<file path="src/rtl/snake_key_sched.sv">
// Snake key scheduler: decodes PS/2 make-codes, queues legal turns and
// releases one direction per game tick while tracking the run state.
module snake_key_sched #(
   parameter int         DEPTH    = 4,
   parameter logic [1:0] INIT_DIR = 2'd1,
   parameter int         DROP_W   = 8
) (
   input  logic                     clk,
   input  logic                     rstn,
   input  logic [7:0]               key_code,
   input  logic                     key_valid,
   input  logic                     game_tick,
   input  logic                     game_over,
   output logic [1:0]               dir,
   output logic                     step,
   output logic                     running,
   output logic                     paused,
   output logic                     restart,
   output logic [$clog2(DEPTH):0]   q_count,
   output logic [DROP_W-1:0]        drop_cnt
);

   localparam int AW = $clog2(DEPTH);
   localparam int CW = AW + 1;
   localparam logic [AW-1:0]     P1   = AW'(1);
   localparam logic [CW-1:0]     C1   = CW'(1);
   localparam logic [CW-1:0]     FULL = CW'(DEPTH);
   localparam logic [DROP_W-1:0] D1   = DROP_W'(1);

   typedef enum logic [1:0] {S_IDLE, S_RUN, S_PAUSED, S_OVER} state_t;

   state_t            r_state;
   state_t            w_nstate;
   logic [1:0]        r_mem [DEPTH];
   logic [AW-1:0]     r_wr;
   logic [AW-1:0]     r_rd;
   logic [CW-1:0]     r_cnt;
   logic [1:0]        r_dir;
   logic              r_step;
   logic              r_running;
   logic              r_paused;
   logic              r_restart;
   logic [DROP_W-1:0] r_drop;

   logic       w_is_dir;
   logic [1:0] w_d;
   logic       w_is_pause;
   logic       w_is_rst;
   logic [1:0] w_tail;
   logic [1:0] w_head;
   logic       w_legal;
   logic       w_dir_evt;
   logic       w_push;
   logic       w_drop;
   logic       w_tick;
   logic       w_pop;

   always_comb begin
      w_is_dir   = 1'b0;
      w_d        = 2'd0;
      w_is_pause = 1'b0;
      w_is_rst   = 1'b0;
      if (key_valid) begin
         case (key_code)
            8'h75, 8'h1D: begin w_is_dir = 1'b1; w_d = 2'd0; end
            8'h74, 8'h23: begin w_is_dir = 1'b1; w_d = 2'd1; end
            8'h72, 8'h1B: begin w_is_dir = 1'b1; w_d = 2'd2; end
            8'h6B, 8'h1C: begin w_is_dir = 1'b1; w_d = 2'd3; end
            8'h29:        w_is_pause = 1'b1;
            8'h76:        w_is_rst   = 1'b1;
            default:      ;
         endcase
      end
   end

   // Turns are judged against the newest queued entry, before any same-cycle pop.
   always_comb begin
      w_tail    = (r_cnt != '0) ? r_mem[r_wr - P1] : r_dir;
      w_head    = r_mem[r_rd];
      w_legal   = (w_d != w_tail) && (w_d != (w_tail ^ 2'd2));
      w_dir_evt = w_is_dir &&
                  ((r_state == S_IDLE) ||
                   ((r_state == S_RUN) && !game_over));
      w_push    = w_dir_evt && w_legal && (r_cnt != FULL);
      w_drop    = w_dir_evt && !(w_legal && (r_cnt != FULL));
   end

   always_ff @(posedge clk or negedge rstn) begin
      if (!rstn) r_state <= S_IDLE;
      else       r_state <= w_nstate;
   end

   always_comb begin
      w_nstate = r_state;
      if (w_is_rst) begin
         w_nstate = S_IDLE;
      end else begin
         case (r_state)
            S_IDLE:
               if (w_push || w_is_pause) w_nstate = S_RUN;
            S_RUN:
               if (game_over)       w_nstate = S_OVER;
               else if (w_is_pause) w_nstate = S_PAUSED;
            S_PAUSED:
               if (game_over)       w_nstate = S_OVER;
               else if (w_is_pause) w_nstate = S_RUN;
            default: ;
         endcase
      end
   end

   always_comb begin
      w_tick = game_tick && (r_state == S_RUN) && !game_over &&
               !w_is_pause && !w_is_rst;
      w_pop  = w_tick && (r_cnt != '0);
   end

   always_ff @(posedge clk) begin
      if (w_push) r_mem[r_wr] <= w_d;
   end

   always_ff @(posedge clk or negedge rstn) begin
      if (!rstn) begin
         r_wr      <= '0;
         r_rd      <= '0;
         r_cnt     <= '0;
         r_dir     <= INIT_DIR;
         r_step    <= 1'b0;
         r_running <= 1'b0;
         r_paused  <= 1'b0;
         r_restart <= 1'b0;
         r_drop    <= '0;
      end else begin
         r_step    <= w_tick;
         r_restart <= w_is_rst;
         r_running <= (w_nstate == S_RUN);
         r_paused  <= (w_nstate == S_PAUSED);
         if (w_is_rst) begin
            r_wr  <= '0;
            r_rd  <= '0;
            r_cnt <= '0;
            r_dir <= INIT_DIR;
         end else begin
            if (w_push) r_wr <= r_wr + P1;
            if (w_pop) begin
               r_rd  <= r_rd + P1;
               r_dir <= w_head;
            end
            case ({w_push, w_pop})
               2'b10:   r_cnt <= r_cnt + C1;
               2'b01:   r_cnt <= r_cnt - C1;
               default: ;
            endcase
         end
         if (w_drop && (r_drop != '1)) r_drop <= r_drop + D1;
      end
   end

   assign dir      = r_dir;
   assign step     = r_step;
   assign running  = r_running;
   assign paused   = r_paused;
   assign restart  = r_restart;
   assign q_count  = r_cnt;
   assign drop_cnt = r_drop;

endmodule

</file>
<file path="config.mk">
export PLATFORM = sky130hd
export DESIGN_NAME = snake_key_sched
export DESIGN_NICKNAME = d
export VERILOG_FILES = /design/src/rtl/snake_key_sched.sv
export SDC_FILE = /design/constraint.sdc
export NUM_CORES = 1
export LEC_CHECK = 0
export CORE_UTILIZATION = 50
export CTS_CLUSTER_SIZE = 10
export DETAILED_ROUTE_END_ITERATION = 6
export GPL_TIMING_DRIVEN = 0
export PLACE_DENSITY = 0.78
export SETUP_SLACK_MARGIN = 0.1
export SLEW_MARGIN = 0
export SYNTH_ARGS = -nofsm -noshare
export SYNTH_HDL_FRONTEND = slang
export SYNTH_SLANG_ARGS = --single-unit
</file>
<file path="constraint.sdc">
create_clock -name clk -period 4.85 [get_ports clk]
set_clock_uncertainty 0.15 [all_clocks]
set_input_delay 0.7275 -clock clk [delete_from_list [all_inputs] [get_ports clk]]
set_output_delay 0.7275 -clock clk [all_outputs]
set_load 0.05 [all_outputs]
</file>
==> flow_summary.yaml, run 1 <==
route:
  drc: 0
  antenna_left: 0
  firstDrtPassIters: 5
  wire_per_inst_um: 14.8
  vias: 1514
  wl_um: 4010
  drt_iter0_drc: 101
  vias_per_cell: 5.61
clock_network:
  clk_pin_slew_ns: 0.07
  clock_latency_ns: 0.29
  hold_buffers: 0
  clock_sinks: 31
  cts_made_buffers: 5
  clockRootBuffer: "clkbuf_8"
  cts_tree: "built"
  cts_resized: 0
  h-tree-depth: 2
  post_cts_buffers: 0
  cts_max_path_buffers: 2
sta:
  rsz0062_at_grt: "false"
  hold_viol: 0
  period_needed_ns: 4.11
  clock.fmax_mhz: 243
  max_slew_margin: 0.307
  drv_slew: 0
  timing.setup.tns_ns: 0
  final-setup-viol-count: 0
  tightest_slew_ns: 1.04
  finalCritPeriodShare: 0.848
floorplanning:
  rows: 22
  die_h_um: 64.1
  core_mm2: 0.00369
  die_x_um: 64.1
  pin_count: 30
  die_area_mm2: 0.00411
  initial_core_util: 0.523
synthesis:
  synth_area_mm2: 0.00193
  syn-num-nets: 205
  synth_top_area_cell: "dfrtp_1"
  synth_area_leaders: "dfrtp_1 (29%), edfxtp_1 (12%), xnor2_1 (3.6%)"
  seq_area_frac_synth: 0.423
  synth-main-ff-cell: "dfrtp_1"
  synthCells: 186
  synth_top_area_frac: 0.285
  synth-edff-count: 8
  async_reset_ff_frac: 0.742
  ys_types: 61
  ys_ff_latch: 31
  syn_avg_cell_area_um2: 10.4
  yosysWarnings: 0
global_routing:
  grt_start_max_net_pins: 24
  grt_pass1_wl_um: 6930
  antenna_found_initial: 0
  met1_usage: 0.292
  met3_usage: 0.0536
  grt_pass1_vias: 1460
  grt.met2_usage: 0.351
  grt_overflow: 0
  gr-max-usage-layer: "met2"
  track_usage: 0.224
place:
  place.gp.congestion: 0.869
  place_area_mm2: 0.00227
  port_buffers: 28
  hpwl_um: 3000
cells_and_area:
  area_growth_pct: 22.0
  final_layout_size_suffix_gt1_frac: 0.140
  final_common_cell: "clkdlybuf4s50_1"
  final_cell_mix: "clkdlybuf4s50_1 (28), dfrtp_1 (22), nor2_1 (14), nand2_1 (14), inv_1 (11)"
  fin_nets: 240
  stdcell_area_mm2: 0.00235
  antenna-diode-count: 0
worst_setup_path:
  r2r-start: "r_wr[0]"
  critical_path_class: "in -> reg"
  cpPeakStageDelay_ns: 0.52
  crit_chain: "clkdlybuf4s50_1 -> nor4b_2 -> and4_1 -> o211ai_2 -> a21oi_1 -> o21ai_1 -> a211oi_2 -> buf_4 -> nor2_1 -> fa_1 -> nor3b_1 -> o211a_1 -> or3b_1"
  r2r_cells: 12
  worstSetupStartpointType: "primary input"
  cp.arrival_ns: 4.13
  r2r-end: "q_count[2]"
  cp.required_ns: 4.87
  crit_path_max_fanout: 10
  end_kind: "register"
  rrSetupSlack_ns: 1.27
  slowest_stage: "clkdlybuf4s50_1"
pwr:
  p_leak_nw: 0.980
  vdd_drop_max_mv: 0.130
  powerDensity_mw_per_mm2: 278
min_path:
  hold_class: "reg -> reg"
  min_from: "drop_cnt[5]"
  hold_path_end: "drop_cnt[5]"
  holdPathStages: 1
job:
  maxCapViolCount: 0
status:
  status: "complete, no violations"
==> synth_stat cells (all sizes together), types with 3 or more instances <==
library cell	count
o31ai	3
nor2	14
nor2b	5
a31oi	3
inv	12
xnor2	8
dfrtp	22
a21oi	10
nand3	8
nor3b	3
edfxtp	8
nand2	15
mux4	3
ha	5
nor3	8
mux2	3
nand4	6
nor4b	3
and2	4
o21ai	8
and3	5
==> stage by stage <==
stage | utilization | hold WS, ns | cells | setup slack (ns) | power, W
detailed placement | 0.615 | 0.339 | 262 | 0.454 | 0.000460
floorplan | - | 0.282 | 186 | 1.30 | 0.000407
CTS | 0.638 | 0.348 | 270 | 0.742 | 0.000657
global route | 0.638 | 0.389 | 270 | 0.500 | 0.000686
finish | 0.638 | 0.343 | 270 | 0.737 | 0.000653
global placement | 0.615 | 0.327 | 262 | 0.490 | 0.000455
==> power by group <==
group          internal, W  leakage [nW]  switching (W)  total (W)
clock network     0.000100        0.0412      0.0000982   0.000198
logic            0.0000646         0.571      0.0000970   0.000162
registers         0.000280         0.368      0.0000133   0.000294
==> registers in the layout, summed over array words and instances (netlist names) <==
register,cells
step,1
restart,1
running,1
r_wr,2
paused,1
r_state,2
q_count,3
r_rd,2
drop_cnt,8
dir,2
r_mem,8
==> routing by layer <==
layer  part of all wire  vias to the layer above  wire length [um]
met2               0.47                       35              1890
li1                   -                      748                 -
met1               0.48                      723              1910
met3              0.029                        8               118
met5                  0                        -                 0
met4              0.023                        0                93
==> cell type report <==
type / instances / area [um^2]
Fill cell: 323 / 1330
Multi-Input combinational cell: 140 / 1050
Sequential cell: 31 / 817
Timing Repair Buffer: 28 / 280
Clock buffer: 6 / 72.6
Tap cell: 48 / 60.1
Inverter: 12 / 45.0
Buffer: 3 / 17.5
Clock inverter: 2 / 12.5
==> logic make-up (layout without fill, tap and decap cells) <==
family	count (synthesis)	after routing	synth area share
flops	31	31	0.423
compound gates	34	34	0.128
simple gates	83	83	0.267
xor+xnor	9	9	0.0409
mux	8	8	0.0648
fa+ha+maj	6	6	0.0428
buf+inv	15	51	0.0324
==> worst max-delay path, delay by kind of cell <==
family,cells,cell delay (ns)
and+or+nand+nor,5,1.22
buffers and inverters,2,0.76
adders and majority gates,1,0.44
AOI/OAI and AO/OA,5,0.97
==> how the worst max path moves through the flow <==
stage	from	endpoint	slack, ns	depth (start not counted)
detailed placement	key_code[2]	q_count[2]	0.45	13
finish	key_code[2]	q_count[2]	0.74	13
global placement	key_code[2]	q_count[2]	0.49	13
global route	key_code[2]	q_count[2]	0.50	13
CTS	key_code[2]	q_count[2]	0.74	13
floorplan	key_code[7]	q_count[2]	1.30	12
(Power assumes the default switching activity.)
==> run 2, diff against run 1 <==
- clock period: 4.85 -> 3.8 ns (I/O delays scaled with it)
==> run 2 against run 1 <==
Effect of this change: sequential power up 28%; largest power group unchanged; first-iteration DRC count down 5.0%; via count rose by 2.6%; global-route usage is essentially flat; utilization up 1.2 points; sequential share of layout area fell by 0.62 points; non-clock buffer count increased by 3; combinational power rose by 28%.
==> flow_summary.yaml, run 2 (synthesized netlist as in run 1, its figures left out) <==
floorplanning:
  core_mm2: 0.00369
  pin_count: 30
  die_area_mm2: 0.00411
  rows: 22
  die_x_um: 64.1
  die_h_um: 64.1
  initial_core_util: 0.523
clock_network:
  cts_made_buffers: 5
  clockRootBuffer: "clkbuf_8"
  cts_max_path_buffers: 2
  clk_pin_slew_ns: 0.07
  cts_tree: "built"
  h-tree-depth: 2
  clock_sinks: 31
  clock_latency_ns: 0.29
global_routing:
  grt_overflow: 0
  grt_start_max_net_pins: 24
  antenna_found_initial: 0
  grt_pass1_vias: 1485
  track_usage: 0.224
  grt_pass1_wl_um: 6930
pwr:
  p_leak_nw: 1.03
  powerDensity_mw_per_mm2: 348
  total_power_w: 0.000835
  vdd_drop_max_mv: 0.164
route:
  wire_per_inst_um: 15.0
  drt_iter0_drc: 96
  antenna_left: 0
  wl_um: 4080
  drc: 0
  vias: 1553
  vias_per_cell: 5.69
  firstDrtPassIters: 4
worst_setup_path:
  slowest_stage: "clkdlybuf4s50_1"
  cp.arrival_ns: 3.58
  critical_path_class: "in -> reg"
  cpPeakStageDelay_ns: 0.50
  end_kind: "register"
  crit_path_max_fanout: 7
  critPathBufInv: 2
  crit_chain: "clkdlybuf4s50_1 -> nor2b_1 -> a22o_1 -> and3_1 -> nor3_1 -> o21ai_1 -> a211oi_2 -> buf_4 -> nor2_1 -> fa_2 -> nor3b_1 -> o211a_1 -> or3b_1"
  cp.required_ns: 3.82
  cpLargestDelayFamily: "simple AND/OR/NAND/NOR gates"
  worstSetupStartpointType: "primary input"
place:
  place.gp.congestion: 0.869
  place_ws_ns: -0.438
  dp.cells: 262
  port_buffers: 28
  hpwl_um: 3000
sta:
  period_needed_ns: 3.56
  hold_viol: 0
  rsz0062_at_grt: "false"
  whs_ns: 0.343
  final-setup-viol-count: 0
  finalCritPeriodShare: 0.937
  drv_slew: 0
  clock.fmax_mhz: 281
  max_slew_margin: 0.287
  fin_ws_ns: 0.239
  tightest_slew_ns: 1.07
cells_and_area:
  final_layout_size_suffix_gt1_frac: 0.160
  final_cell_mix: "clkdlybuf4s50_1 (24), dfrtp_1 (22), nor2_1 (14), nand2_1 (14), inv_1 (11)"
  nFillCells: 320
  final_util: 0.650
  final_common_cell: "clkdlybuf4s50_1"
  instances_no_fill: 273
  multi_input_area_mm2: 0.00106
  seqCellArea_um2: 817
  fin_nets: 243
  area_growth_pct: 24.3
  antenna-diode-count: 0
job:
  maxCapViolCount: 0
status:
  status: "complete, no violations"
min_path:
  hold_class: "reg -> reg"
[run 2: metrics by stage]
| stage | setup TNS, ns | instance area [um^2] |
|---|---|---|
| finish | 0 | 2400 |
| CTS | 0 | 2370 |
| global placement | -0.402 | 2270 |
| detailed placement | -0.438 | 2270 |
| floorplan | 0 | 1930 |
| global route | 0 | 2400 |
[run 2: area by class of cell]
class | count | area share
Multi-Input combinational cell | 140 | 0.443
Buffer | 3 | 0.00731
Inverter | 12 | 0.0198
Clock buffer | 6 | 0.0303
Tap cell | 48 | 0.0251
Sequential cell | 31 | 0.341
Timing Repair Buffer | 31 | 0.129
Clock inverter | 2 | 0.00522
[run 2: worst paths after layout]
kind	from	to	slack (ns)	depth (start not counted)
worst max-delay path	key_code[0]	q_count[2]	0.24	13
worst min-delay path	drop_cnt[5]	drop_cnt[5]	0.34	1
worst max register to register	r_wr[0]	q_count[2]	0.47	12
worst min register to register	drop_cnt[5]	drop_cnt[5]	0.34	1
max in group asynchronous	rstn	r_rd[1]	2.14	1
min in group asynchronous	rstn	r_wr[0]	0.71	1
[run 2: power breakdown]
part | internal, W | switching, W
clock network | 0.000128 | 0.000126
registers | 0.000358 | 0.0000174
logic | 0.0000823 | 0.000125
total | 0.000568 | 0.000268
[run 2: what timing repair did]
action	in CTS	in global routing
hold buffers	0	0
gates resized for setup	2	6
buffers inserted	2	1
setup endpoints to repair	1	1
pin swaps	3	1
hold endpoints to repair	0	0
gates cloned	0	0
[run 2: layer usage]
metal	part of all wire	global-route usage	vias to the layer above
li1	-	-	755
met1	0.46	0.289	753
met2	0.48	0.352	38
met3	0.034	0.0536	7
met4	0.023	0.108	0
met5	0	0	-
==> run 3, diff against run 2 <==
- CTS_BUF_LIST: not set -> sky130_fd_sc_hd__clkbuf_8
- CTS_CLUSTER_DIAMETER: not set -> 50
==> run 3 against run 2 <==
Effect of this change: critical path depth unchanged; sequential share of layout area is the same; maximum frequency is essentially flat; largest cell class unchanged.
==> flow_summary.yaml, run 3 (synthesized netlist as in run 1, its figures left out) <==
status:
  status: "complete, no violations"
sta:
  drv_slew: 0
  final-setup-viol-count: 0
  tightest_slew_ns: 1.06
  rsz0062_at_grt: "false"
  finalCritPeriodShare: 0.937
  timing.setup.tns_ns: 0
  max_slew_margin: 0.288
  period_needed_ns: 3.56
  hold_viol: 0
  clock.fmax_mhz: 281
floorplanning:
  die_area_mm2: 0.00411
  die_h_um: 64.1
  pin_count: 30
  rows: 22
  die_x_um: 64.1
  initial_core_util: 0.523
  core_mm2: 0.00369
route:
  wl_um: 4090
  drt-met1-wl_um: 1880
  highest-signal-layer: "met4"
  vias: 1560
  wire_per_inst_um: 15.0
  firstDrtPassIters: 4
  met2_length_um: 1960
  drt_iter0_drc: 91
  antenna_left: 0
  wl_met3_um: 158
  vias_per_cell: 5.71
  drc: 0
clock_network:
  cts_made_buffers: 5
  h-tree-depth: 2
  hold_buffers: 0
  clock_sinks: 31
  clockRootBuffer: "clkbuf_8"
  clk_pin_slew_ns: 0.07
  cts_tree: "built"
  cts_max_path_buffers: 2
  clock_latency_ns: 0.29
pwr:
  total_power_w: 0.000833
  vdd_drop_max_mv: 0.164
  powerDensity_mw_per_mm2: 347
  p_leak_nw: 1.03
place:
  port_buffers: 28
  place.gp.congestion: 0.869
  place_area_mm2: 0.00227
  hpwl_um: 3000
min_path:
  hold_class: "reg -> reg"
cells_and_area:
  antenna-diode-count: 0
  area_growth_pct: 24.3
  stdcell_area_mm2: 0.00240
  final_cell_mix: "clkdlybuf4s50_1 (24), dfrtp_1 (22), nor2_1 (14), nand2_1 (14), inv_1 (12)"
  final_layout_size_suffix_gt1_frac: 0.160
  final_common_cell: "clkdlybuf4s50_1"
  fin_nets: 243
worst_setup_path:
  cp.required_ns: 3.82
  end_kind: "register"
  worstSetupStartpointType: "primary input"
  critical_path_class: "in -> reg"
  crit_path_max_fanout: 7
  cp.arrival_ns: 3.58
global_routing:
  track_usage: 0.224
  grt_pass1_vias: 1485
  grt_start_max_net_pins: 24
  antenna_found_initial: 0
  grt_overflow: 0
  grt_pass1_wl_um: 6930
job:
  maxCapViolCount: 0
==> run 3: metal layers <==
layer / track usage / vias to the layer above
met4: 0.108 / 0
met5: 0 / -
met3: 0.0536 / 7
met2: 0.352 / 43
li1: - / 755
met1: 0.289 / 755
==> run 3: report_power, final <==
part	total (W)	switching, W	internal (W)
logic	0.000207	0.000125	0.0000823
clock network	0.000250	0.000125	0.000125
registers	0.000375	0.0000174	0.000358
==> run 3: final timing paths <==
| check | startpoint | endpoint | slack, ns | cells past startpoint |
|---|---|---|---|---|
| max reg2reg | r_wr[0] | q_count[2] | 0.47 | 12 |
| min | drop_cnt[5] | drop_cnt[5] | 0.34 | 1 |
| max in group asynchronous | rstn | r_rd[1] | 2.14 | 1 |
| max | key_code[0] | q_count[2] | 0.24 | 13 |
| min in group asynchronous | rstn | r_wr[0] | 0.71 | 1 |
| min reg2reg | drop_cnt[5] | drop_cnt[5] | 0.34 | 1 |
==> run 3: final cells by class <==
type / count / area [um^2]
inverter: 12 / 47.5
clock buffer: 5 / 68.8
timing repair buffer: 31 / 309
sequential: 31 / 817
tap: 48 / 60.1
fill: 320 / 1290
multi-input combinational: 140 / 1060
clock inverter: 3 / 16.3
buffer: 3 / 17.5
==> run 3: metrics by stage <==
stage	std cells	util	worst slack, ns	hold slack (ns)
3_3_place_gp	262	0.615	-0.402	0.327
3_5_place_dp	262	0.615	-0.438	0.339
6_report	273	0.650	0.238	0.343
4_1_cts	272	0.642	0.144	0.348
5_1_grt	273	0.650	0.0401	0.389
2_1_floorplan	186	-	0.405	0.124
==> run 3: critical path, stage by stage <==
cell	delay [ns]
clkdlybuf4s50_1	0.50
nor2b_1	0.19
a22o_1	0.23
and3_1	0.20
nor3_1	0.18
o21ai_1	0.12
a211oi_2	0.28
buf_4	0.16
nor2_1	0.05
fa_2	0.39
nor3b_1	0.15
o211a_1	0.22
or3b_1	0.34
==> run 3: timing repair <==
action | 4_1_cts | 5_1_grt
endpoints found under the setup margin | 1 | 1
gates resized for setup | 2 | 6
buffers inserted | 2 | 1
gates cloned | 0 | 0
pin swaps | 3 | 1
